`src/rtl/input_cond_pkg.sv`:
```
// Shared types and helpers for the input conditioner and its per-channel debounce slice.
package input_cond_pkg;

    typedef enum logic {STABLE = 1'b0, PENDING = 1'b1} deb_state_t;

    function automatic int cnt_width(int cycles);
        return $clog2(cycles + 1);
    endfunction

endpackage

```
`src/rtl/input_conditioner_if.sv`:
```
// Pin-side inputs and conditioned outputs of the input conditioner.
interface input_conditioner_if #(
    parameter int CHANNELS = 10
) ();
    logic                clear;
    logic [CHANNELS-1:0] in_raw;
    logic [CHANNELS-1:0] level;
    logic [CHANNELS-1:0] rise;
    logic [CHANNELS-1:0] fall;

    modport master (output clear, in_raw, input level, rise, fall);
    modport slave  (input clear, in_raw, output level, rise, fall);
endinterface

```
`src/rtl/input_conditioner_debounce.sv`:
```
// One channel: synchroniser, optional inversion, consecutive-cycle debounce and edge pulses.
module debounce_channel
    import input_cond_pkg::*;
#(
    parameter int   SYNC_STAGES     = 2,
    parameter int   DEBOUNCE_CYCLES = 4,
    parameter logic INVERT_BIT      = 1'b0,
    parameter logic RESET_BIT       = 1'b0
) (
    input  logic clock,
    input  logic reset_n,
    input  logic clear,
    input  logic in_raw,
    output logic level,
    output logic rise,
    output logic fall
);
    localparam int            CW       = cnt_width(DEBOUNCE_CYCLES);
    localparam logic [CW-1:0] CNT_LAST = CW'(DEBOUNCE_CYCLES - 1);

    logic [SYNC_STAGES-1:0] sync_q, sync_d;
    logic [CW-1:0]          cnt_q, cnt_d;
    logic                   level_q, level_d;
    logic                   rise_q, rise_d;
    logic                   fall_q, fall_d;
    logic                   cond, mismatch, commit;
    deb_state_t             state;

    always_ff @(posedge clock or negedge reset_n) begin
        if (!reset_n) begin
            sync_q  <= {SYNC_STAGES{RESET_BIT}};
            level_q <= RESET_BIT ^ INVERT_BIT;
            cnt_q   <= '0;
            rise_q  <= 1'b0;
            fall_q  <= 1'b0;
        end else begin
            sync_q  <= sync_d;
            level_q <= level_d;
            cnt_q   <= cnt_d;
            rise_q  <= rise_d;
            fall_q  <= fall_d;
        end
    end

    assign sync_d   = {sync_q[SYNC_STAGES-2:0], in_raw};
    assign cond     = sync_q[SYNC_STAGES-1] ^ INVERT_BIT;
    assign state    = (cnt_q == '0) ? STABLE : PENDING;
    assign mismatch = (cond != level_q);
    // The final mismatching cycle commits the new level instead of counting further.
    assign commit   = mismatch && (cnt_q == CNT_LAST);

    always_comb begin
        cnt_d   = cnt_q;
        level_d = level_q;
        if (clear) begin
            cnt_d   = '0;
            level_d = cond;
        end else begin
            case (state)
                STABLE: begin
                    if (commit)        level_d = cond;
                    else if (mismatch) cnt_d   = cnt_q + 1'b1;
                end
                PENDING: begin
                    if (!mismatch) begin
                        cnt_d = '0;
                    end else if (commit) begin
                        cnt_d   = '0;
                        level_d = cond;
                    end else begin
                        cnt_d = cnt_q + 1'b1;
                    end
                end
            endcase
        end
    end

    // clear adopts the new level silently, so it never produces an edge pulse.
    always_comb begin
        rise_d = 1'b0;
        fall_d = 1'b0;
        if (!clear && commit) begin
            rise_d = cond;
            fall_d = !cond;
        end
    end

    assign level = level_q;
    assign rise  = rise_q;
    assign fall  = fall_q;

endmodule

```
`src/rtl/input_conditioner.sv`:
```
// Multi-channel conditioner for asynchronous board inputs: one debounce_channel per pin.
module input_conditioner
    import input_cond_pkg::*;
#(
    parameter int                  CHANNELS        = 10,
    parameter int                  SYNC_STAGES     = 2,
    parameter int                  DEBOUNCE_CYCLES = 4,
    parameter logic [CHANNELS-1:0] INVERT          = '0,
    parameter logic [CHANNELS-1:0] RESET_RAW       = '0
) (
    input logic                clock,
    input logic                reset_n,
    input_conditioner_if.slave bus
);
    logic [CHANNELS-1:0] level_w, rise_w, fall_w;

    for (genvar i = 0; i < CHANNELS; i++) begin : g_ch
        debounce_channel #(
            .SYNC_STAGES     (SYNC_STAGES),
            .DEBOUNCE_CYCLES (DEBOUNCE_CYCLES),
            .INVERT_BIT      (INVERT[i]),
            .RESET_BIT       (RESET_RAW[i])
        ) u_ch (
            .clock   (clock),
            .reset_n (reset_n),
            .clear   (bus.clear),
            .in_raw  (bus.in_raw[i]),
            .level   (level_w[i]),
            .rise    (rise_w[i]),
            .fall    (fall_w[i])
        );
    end

    assign bus.level = level_w;
    assign bus.rise  = rise_w;
    assign bus.fall  = fall_w;

endmodule

```
`src/flat_wrapper.sv`:
```
// flat-port wrapper written by rule: the top's interface ports become plain ports
module input_conditioner_flat import input_cond_pkg::*;
#(
    parameter int                  CHANNELS        = 10,
    parameter int                  SYNC_STAGES     = 2,
    parameter int                  DEBOUNCE_CYCLES = 4,
    parameter logic [CHANNELS-1:0] INVERT          = '0,
    parameter logic [CHANNELS-1:0] RESET_RAW       = '0
)
  (clock, reset_n, bus_clear, bus_in_raw, bus_level, bus_rise, bus_fall);
  input_conditioner_if #(.CHANNELS(CHANNELS)) bus_i ();
  input logic clock;
  input logic reset_n;
  input wire logic [$bits(bus_i.clear)-1:0] bus_clear;
  input wire logic [$bits(bus_i.in_raw)-1:0] bus_in_raw;
  output wire logic [$bits(bus_i.level)-1:0] bus_level;
  output wire logic [$bits(bus_i.rise)-1:0] bus_rise;
  output wire logic [$bits(bus_i.fall)-1:0] bus_fall;
  assign bus_i.clear = bus_clear;
  assign bus_i.in_raw = bus_in_raw;
  assign bus_level = bus_i.level;
  assign bus_rise = bus_i.rise;
  assign bus_fall = bus_i.fall;
  input_conditioner #(.CHANNELS(CHANNELS), .SYNC_STAGES(SYNC_STAGES), .DEBOUNCE_CYCLES(DEBOUNCE_CYCLES), .INVERT(INVERT), .RESET_RAW(RESET_RAW)) u_core (.clock(clock), .reset_n(reset_n), .bus(bus_i));
endmodule
```
`config.mk`:
```
export PLATFORM = sky130hd
export DESIGN_NAME = input_conditioner_flat
export DESIGN_NICKNAME = d
export VERILOG_FILES = /design/src/rtl/input_cond_pkg.sv /design/src/rtl/input_conditioner_if.sv /design/src/rtl/input_conditioner_debounce.sv /design/src/rtl/input_conditioner.sv /design/src/flat_wrapper.sv
export SDC_FILE = /design/constraint.sdc
export NUM_CORES = 1
export LEC_CHECK = 0
export BUFFER_PORTS_ARGS = -buffer_cell sky130_fd_sc_hd__buf_2
export CAP_MARGIN = 20
export CORE_AREA = 3 3 88 90
export DETAILED_ROUTE_END_ITERATION = 7
export DIE_AREA = 0 0 91 93
export PLACE_DENSITY = 0.77
export SYNTH_ARGS = -nofsm -noshare
export SYNTH_HDL_FRONTEND = slang
export SYNTH_SLANG_ARGS = --single-unit
```
`constraint.sdc`:
```
create_clock -name clock -period 2.6 [get_ports clock]
set_clock_uncertainty 0.2 [all_clocks]
set_input_delay 0.52 -clock clock [delete_from_list [all_inputs] [get_ports clock]]
set_output_delay 0.52 -clock clock [all_outputs]
set_load 0.05 [all_outputs]
```
# == Word level (Yosys, flattened, before mapping) ==
# Index checks and enable logic that the tools add are counted.
# totals
register_bits,80
inputBits,13
output_inout_bits,30
word_cells,291
# classes
addsub,10
n_eq_ne,50
mux,130
reduce_logical,51
# op_table
op,n
$mux W3,50
$ne A3 B3 Y1 const B,30
$mux W1,60
$pmux W3 S2,10
$add A3 B1 Y3 const B,10
$eq A3 B2 Y1 const B,10
$logic_not A3 Y1,10
$logic_and A1 B1 Y1,20
$pmux W1 S2,10
$reduce_and A2 Y1,10
$logic_not A1 Y1,11
$ne A1 B1 Y1,10

# == Logic depth before layout (Yosys ltp) ==
# depth
word_depth,6
depth_mapped,5
depth_no_buf,5

# == Cells and area by module ==
# From an unflattened synthesis, not the netlist that was laid out.
# unflattened
hier_cells,270
area_unflattened_um2,3515.9
# by_module_without_submodules
mod,n_inst,cells_each,area_per_inst_um2,seq_area_each_um2
debounce_channel,10,27,351.6,200.2

# == Worst setup path after synthesis ==
# Ideal clock, no wire load.
# synth_path
kind,register to register
start,register u_core.g_ch[8].u_ch.cnt_q[0]
end,register u_core.g_ch[8].u_ch.cnt_q[0]
setup_time_ns,0.073
arrival_ns,1.323
required_time_ns,2.327
setup_slack_ns,1.004
path_stages_with_launch,5
path_buffers,0
period_less_slack_ns,1.596
path_cell_list,dfrtp_1 -> ha_1 -> ha_1 -> or3_1 -> a21oi_2
# synth_between
elab_chain_len,6
elab_cells_between_ends,14
classes_between,add/sub (1); eq/ne (3); mux (7); reduce/logical (3)
# synth_rtl
element,line,source
"start, declared",input_conditioner_debounce.sv:22,"logic [CW-1:0] cnt_q, cnt_d;"
"start signal, assigned",input_conditioner_debounce.sv:39,cnt_q <= cnt_d;
branches (longest 6 deep; another with $add A3 B1 Y3),--,
# Several ways; the timed one is not identified. The select of a mux whose other input is x is not followed.
# A chain may end at the register's enable or synchronous reset.

# == Worst setup path in the final report ==
# layout_path
start,register u_core.g_ch[3].u_ch.level_q
end,output port bus_level[3]
# layout_lines
element,line,source
"start, declared",input_conditioner_debounce.sv:23,"logic level_q, level_d;"
"start signal, assigned",input_conditioner_debounce.sv:32,level_q <= RESET_BIT ^ INVERT_BIT;
"start signal, assigned",input_conditioner_debounce.sv:38,level_q <= level_d;
"end, declared",flat_wrapper.sv:16,output wire logic [$bits(bus_i.level)-1:0] bus_level;
# No word-level cell between the ends.

==> impl_metrics.py <==
metrics = {
    "status": {
        "status": "finished, final reports clean",
    },
    "placement": {
        "numPortBuffers": 42,
        "post_dp_cell_area_sq_mm": 0.00393,
        "dp_worst_setup_slack_ps": 699,
        "dp_hpwl_um": 3910,
        "globalplace.congestion": 0.732,
    },
    "global_route": {
        "grt_pass1_wl_um": 10000,
        "grtUsageTotal_pct": 15.0,
        "grt_max_degree": 51,
        "grt_pass1_vias": 2196,
        "antenna_found_initial": 0,
        "grt_overflow": 0,
    },
    "power_and_ir_drop": {
        "switchingPower_uw": 781,
        "power.density_mw_per_mm2": 650,
        "power_mw": 2.67,
        "seqPwrFrac_pct": 52.6,
        "sw_frac_of_total_pct": 29.2,
        "p_int_mw": 1.89,
        "power_leakage_nw": 1.91,
        "p_clk_share_pct": 29.9,
        "combPwrFrac_pct": 17.6,
        "peakVddDrop_mv": 0.307,
    },
    "yosys": {
        "synthArstFlopShare_pct": 100,
        "netlist_area_sq_mm": 0.00383,
        "synth_top_area_share_pct": 52.2,
        "syn_avg_cell_area_sq_um": 12.5,
        "synth_warnings": 0,
        "ys_ff_latch": 80,
        "syn_inst": 307,
        "ys_top_cells_by_area": "dfrtp_1 52%, ha_1 9.8%, and4bb_2 6.5%",
        "synth_top_area_cell": "dfrtp_1",
        "synth-edff-count": 0,
        "ys.flop_type": "dfrtp_1",
        "yosysUniqueCellTypes": 17,
        "synthTopCellsByCount": "80 x dfrtp_1, 40 x inv_1, 32 x buf_4, 30 x ha_1, 20 x and4bb_2",
        "synth_nets": 350,
        "seq_area_frac_synth_pct": 52.2,
        "synth_most_common_cell": "dfrtp_1",
    },
    "worst_setup_path": {
        "cp_max_fo": 5,
        "reg2reg_slack_ps": 860,
        "path_class": "flop to output pin",
        "worst-path-buf-inv": 1,
        "crit_slowest_cell": "dfrtp_1",
        "reg2reg_to": "u_core.g_ch[5].u_ch.cnt_q[0]",
        "reg2reg_from": "u_core.g_ch[5].u_ch.cnt_q[0]",
        "start_kind": "flop",
        "crit_path_cell_trace": "buf_2",
        "r2r_cells": 4,
        "arrival_ps": 1070,
        "cpPeakStageDelay_ps": 420,
        "worst_ep_required_time_ps": 1880,
        "crit_family": "flip-flops",
        "endpoint_kind": "output pin",
    },
    "timing": {
        "period_minus_slack_ps": 1790,
        "clock.fmax_mhz": 559,
        "finalSetupTns_ps": 0,
        "worstMarginPinSlew_ps": 500,
        "drv_slew": 0,
        "fin_crit_sh_pct": 68.9,
        "hold_viol": 0,
        "rsz0062_at_grt": "no",
        "setup_viol": 0,
        "maxSlewHeadroom_pct": 66.7,
        "setup_slack_ps": 810,
        "timing.hold.ws_ps": 69.6,
    },
    "finish": {
        "antenna_cells": 0,
        "fillers": 600,
        "finalInstanceArea_sq_mm": 0.00411,
        "syn2layout_area_growth_pct": 7.28,
        "nets": 369,
        "multi_input_area_sq_mm": 0.00140,
        "regArea_sq_mm": 0.00200,
        "drive_gt1_share_pct": 29.9,
    },
    "routing": {
        "post_drt_wl_per_cell_um": 13.4,
        "drtPass1Iterations": 4,
        "vias_per_cell": 5.24,
        "detail_route.iter0.violations": 117,
        "postRouteWirelength_um": 5750,
        "antenna_left": 0,
        "remaining_drc_errors": 0,
        "vias": 2254,
    },
    "flow_run": {
        "max-cap-violations": 0,
    },
    "cts": {
        "cts_max_level": 3,
        "post_cts_buffers": 0,
        "cts_buffers": 9,
        "cts_max_path_buffers": 2,
        "clk_pin_slew_worst_paths_ps": 80,
        "cts_tree": "yes",
        "worstSkewPairLatency_ps": 350,
        "cts-root-buf": "clkbuf_8",
        "cts.sinks": 80,
    },
    "die": {
        "die_area_sq_mm": 0.00846,
        "coreArea_sq_mm": 0.00714,
        "rows": 31,
        "die_h_um": 93,
        "die_w_um": 91,
        "ios": 43,
        "initial_core_util_pct": 53.7,
    },
    "hold_path": {
        "hold_path_depth": 1,
        "hp-class": "input port to flop",
        "holdCritStartpoint": "bus_in_raw[5]",
        "hold_path_end": "u_core.g_ch[5].u_ch.sync_q[0]",
    },
}
worst max-delay path by stage:
| stage | slack, ps | depth (start not counted) | from | to |
|---|---|---|---|---|
| after floorplan | 1000 | 4 | u_core.g_ch[8].u_ch.cnt_q[0] | u_core.g_ch[8].u_ch.cnt_q[0] |
| after global routing | 730 | 1 | u_core.g_ch[3].u_ch.level | bus_level[3] |
| final | 810 | 1 | u_core.g_ch[3].u_ch.level | bus_level[3] |
| after CTS | 800 | 1 | u_core.g_ch[9].u_ch.level | bus_level[9] |
| after detailed placement | 700 | 5 | bus_clear | u_core.g_ch[8].u_ch.cnt_q[1] |
| after global placement | 790 | 4 | bus_clear | u_core.g_ch[9].u_ch.level |
timing repair:
item	in CTS	in global routing
gates resized for setup	0	0
hold buffers	1	0
endpoints found under the hold margin	38	0
endpoints found under the setup margin	0	0
through the flow:
stage / cells / utilization (%)
after floorplan: 307 / -
after global placement: 413 / 55.1
after detailed placement: 413 / 55.1
after CTS: 430 / 57.6
after global routing: 430 / 57.6
final: 430 / 57.6
logic make-up (layout without fill, tap and decap cells):
logic type / after synthesis / in the layout / synth area share, %
AOI/OAI and AO/OA: 40 / 40 / 8.16
xor gates and xnor gates: 10 / 10 / 2.28
adders and majority gates: 30 / 30 / 9.79
buffers and inverters: 77 / 101 / 11.3
DFF: 80 / 80 / 52.2
muxes: 10 / 10 / 2.94
and+or+nand+nor: 60 / 60 / 13.4
metal layers:
layer	global-route usage, %	up-vias	wire length (um)
met5	0	-	0
met4	8.92	0	165
met3	4.02	13	175
met2	24.9	29	2960
met1	17.5	1106	2450
li1	-	1106	-
power groups by stage:
stage | sequential, mW | combinational [mW] | clock, mW
4_1_cts | 1.41 | 0.478 | 0.832
2_1_floorplan | 1.41 | 0.396 | 0
3_3_place_gp | 1.42 | 0.455 | 0
6_report | 1.41 | 0.469 | 0.798
3_5_place_dp | 1.43 | 0.475 | 0
5_1_grt | 1.42 | 0.529 | 0.885
cells in the final DEF (no fill, tap or decap):
cell / instances
dlygate4sd3_1: 1
xnor2_1: 10
buf_2: 41
ha_1: 30
clkinv_2: 2
o2111ai_1: 10
clkbuf_8: 10
clkbuf_1: 1
nor4bb_1: 10
buf_12: 2
o21ai_0: 10
a21oi_2: 10
dfrtp_1: 80
nor4_1: 10
o41ai_1: 10
buf_4: 1
or3_1: 10
and4bb_2: 20
mux2_2: 10
inv_1: 40
clkinvlp_4: 3
nor2_1: 10
state kept, by name, summed over array words and instances (netlist names):
signal,count
u_core.g_ch.u_ch.rise,10
u_core.g_ch.u_ch.level,10
u_core.g_ch.u_ch.cnt_q,30
u_core.g_ch.u_ch.sync_q,20
u_core.g_ch.u_ch.fall,10
layout make-up:
type	count	share of cell area [%]
Timing Repair Buffer	45	6.39
Clock inverter	5	0.791
Inverter	40	3.65
Sequential cell	80	48.7
Clock buffer	11	3.44
Tap cell	99	3.01
Multi-Input combinational cell	150	34.1
No activity file was read; power rests on OpenSTA's default activity.
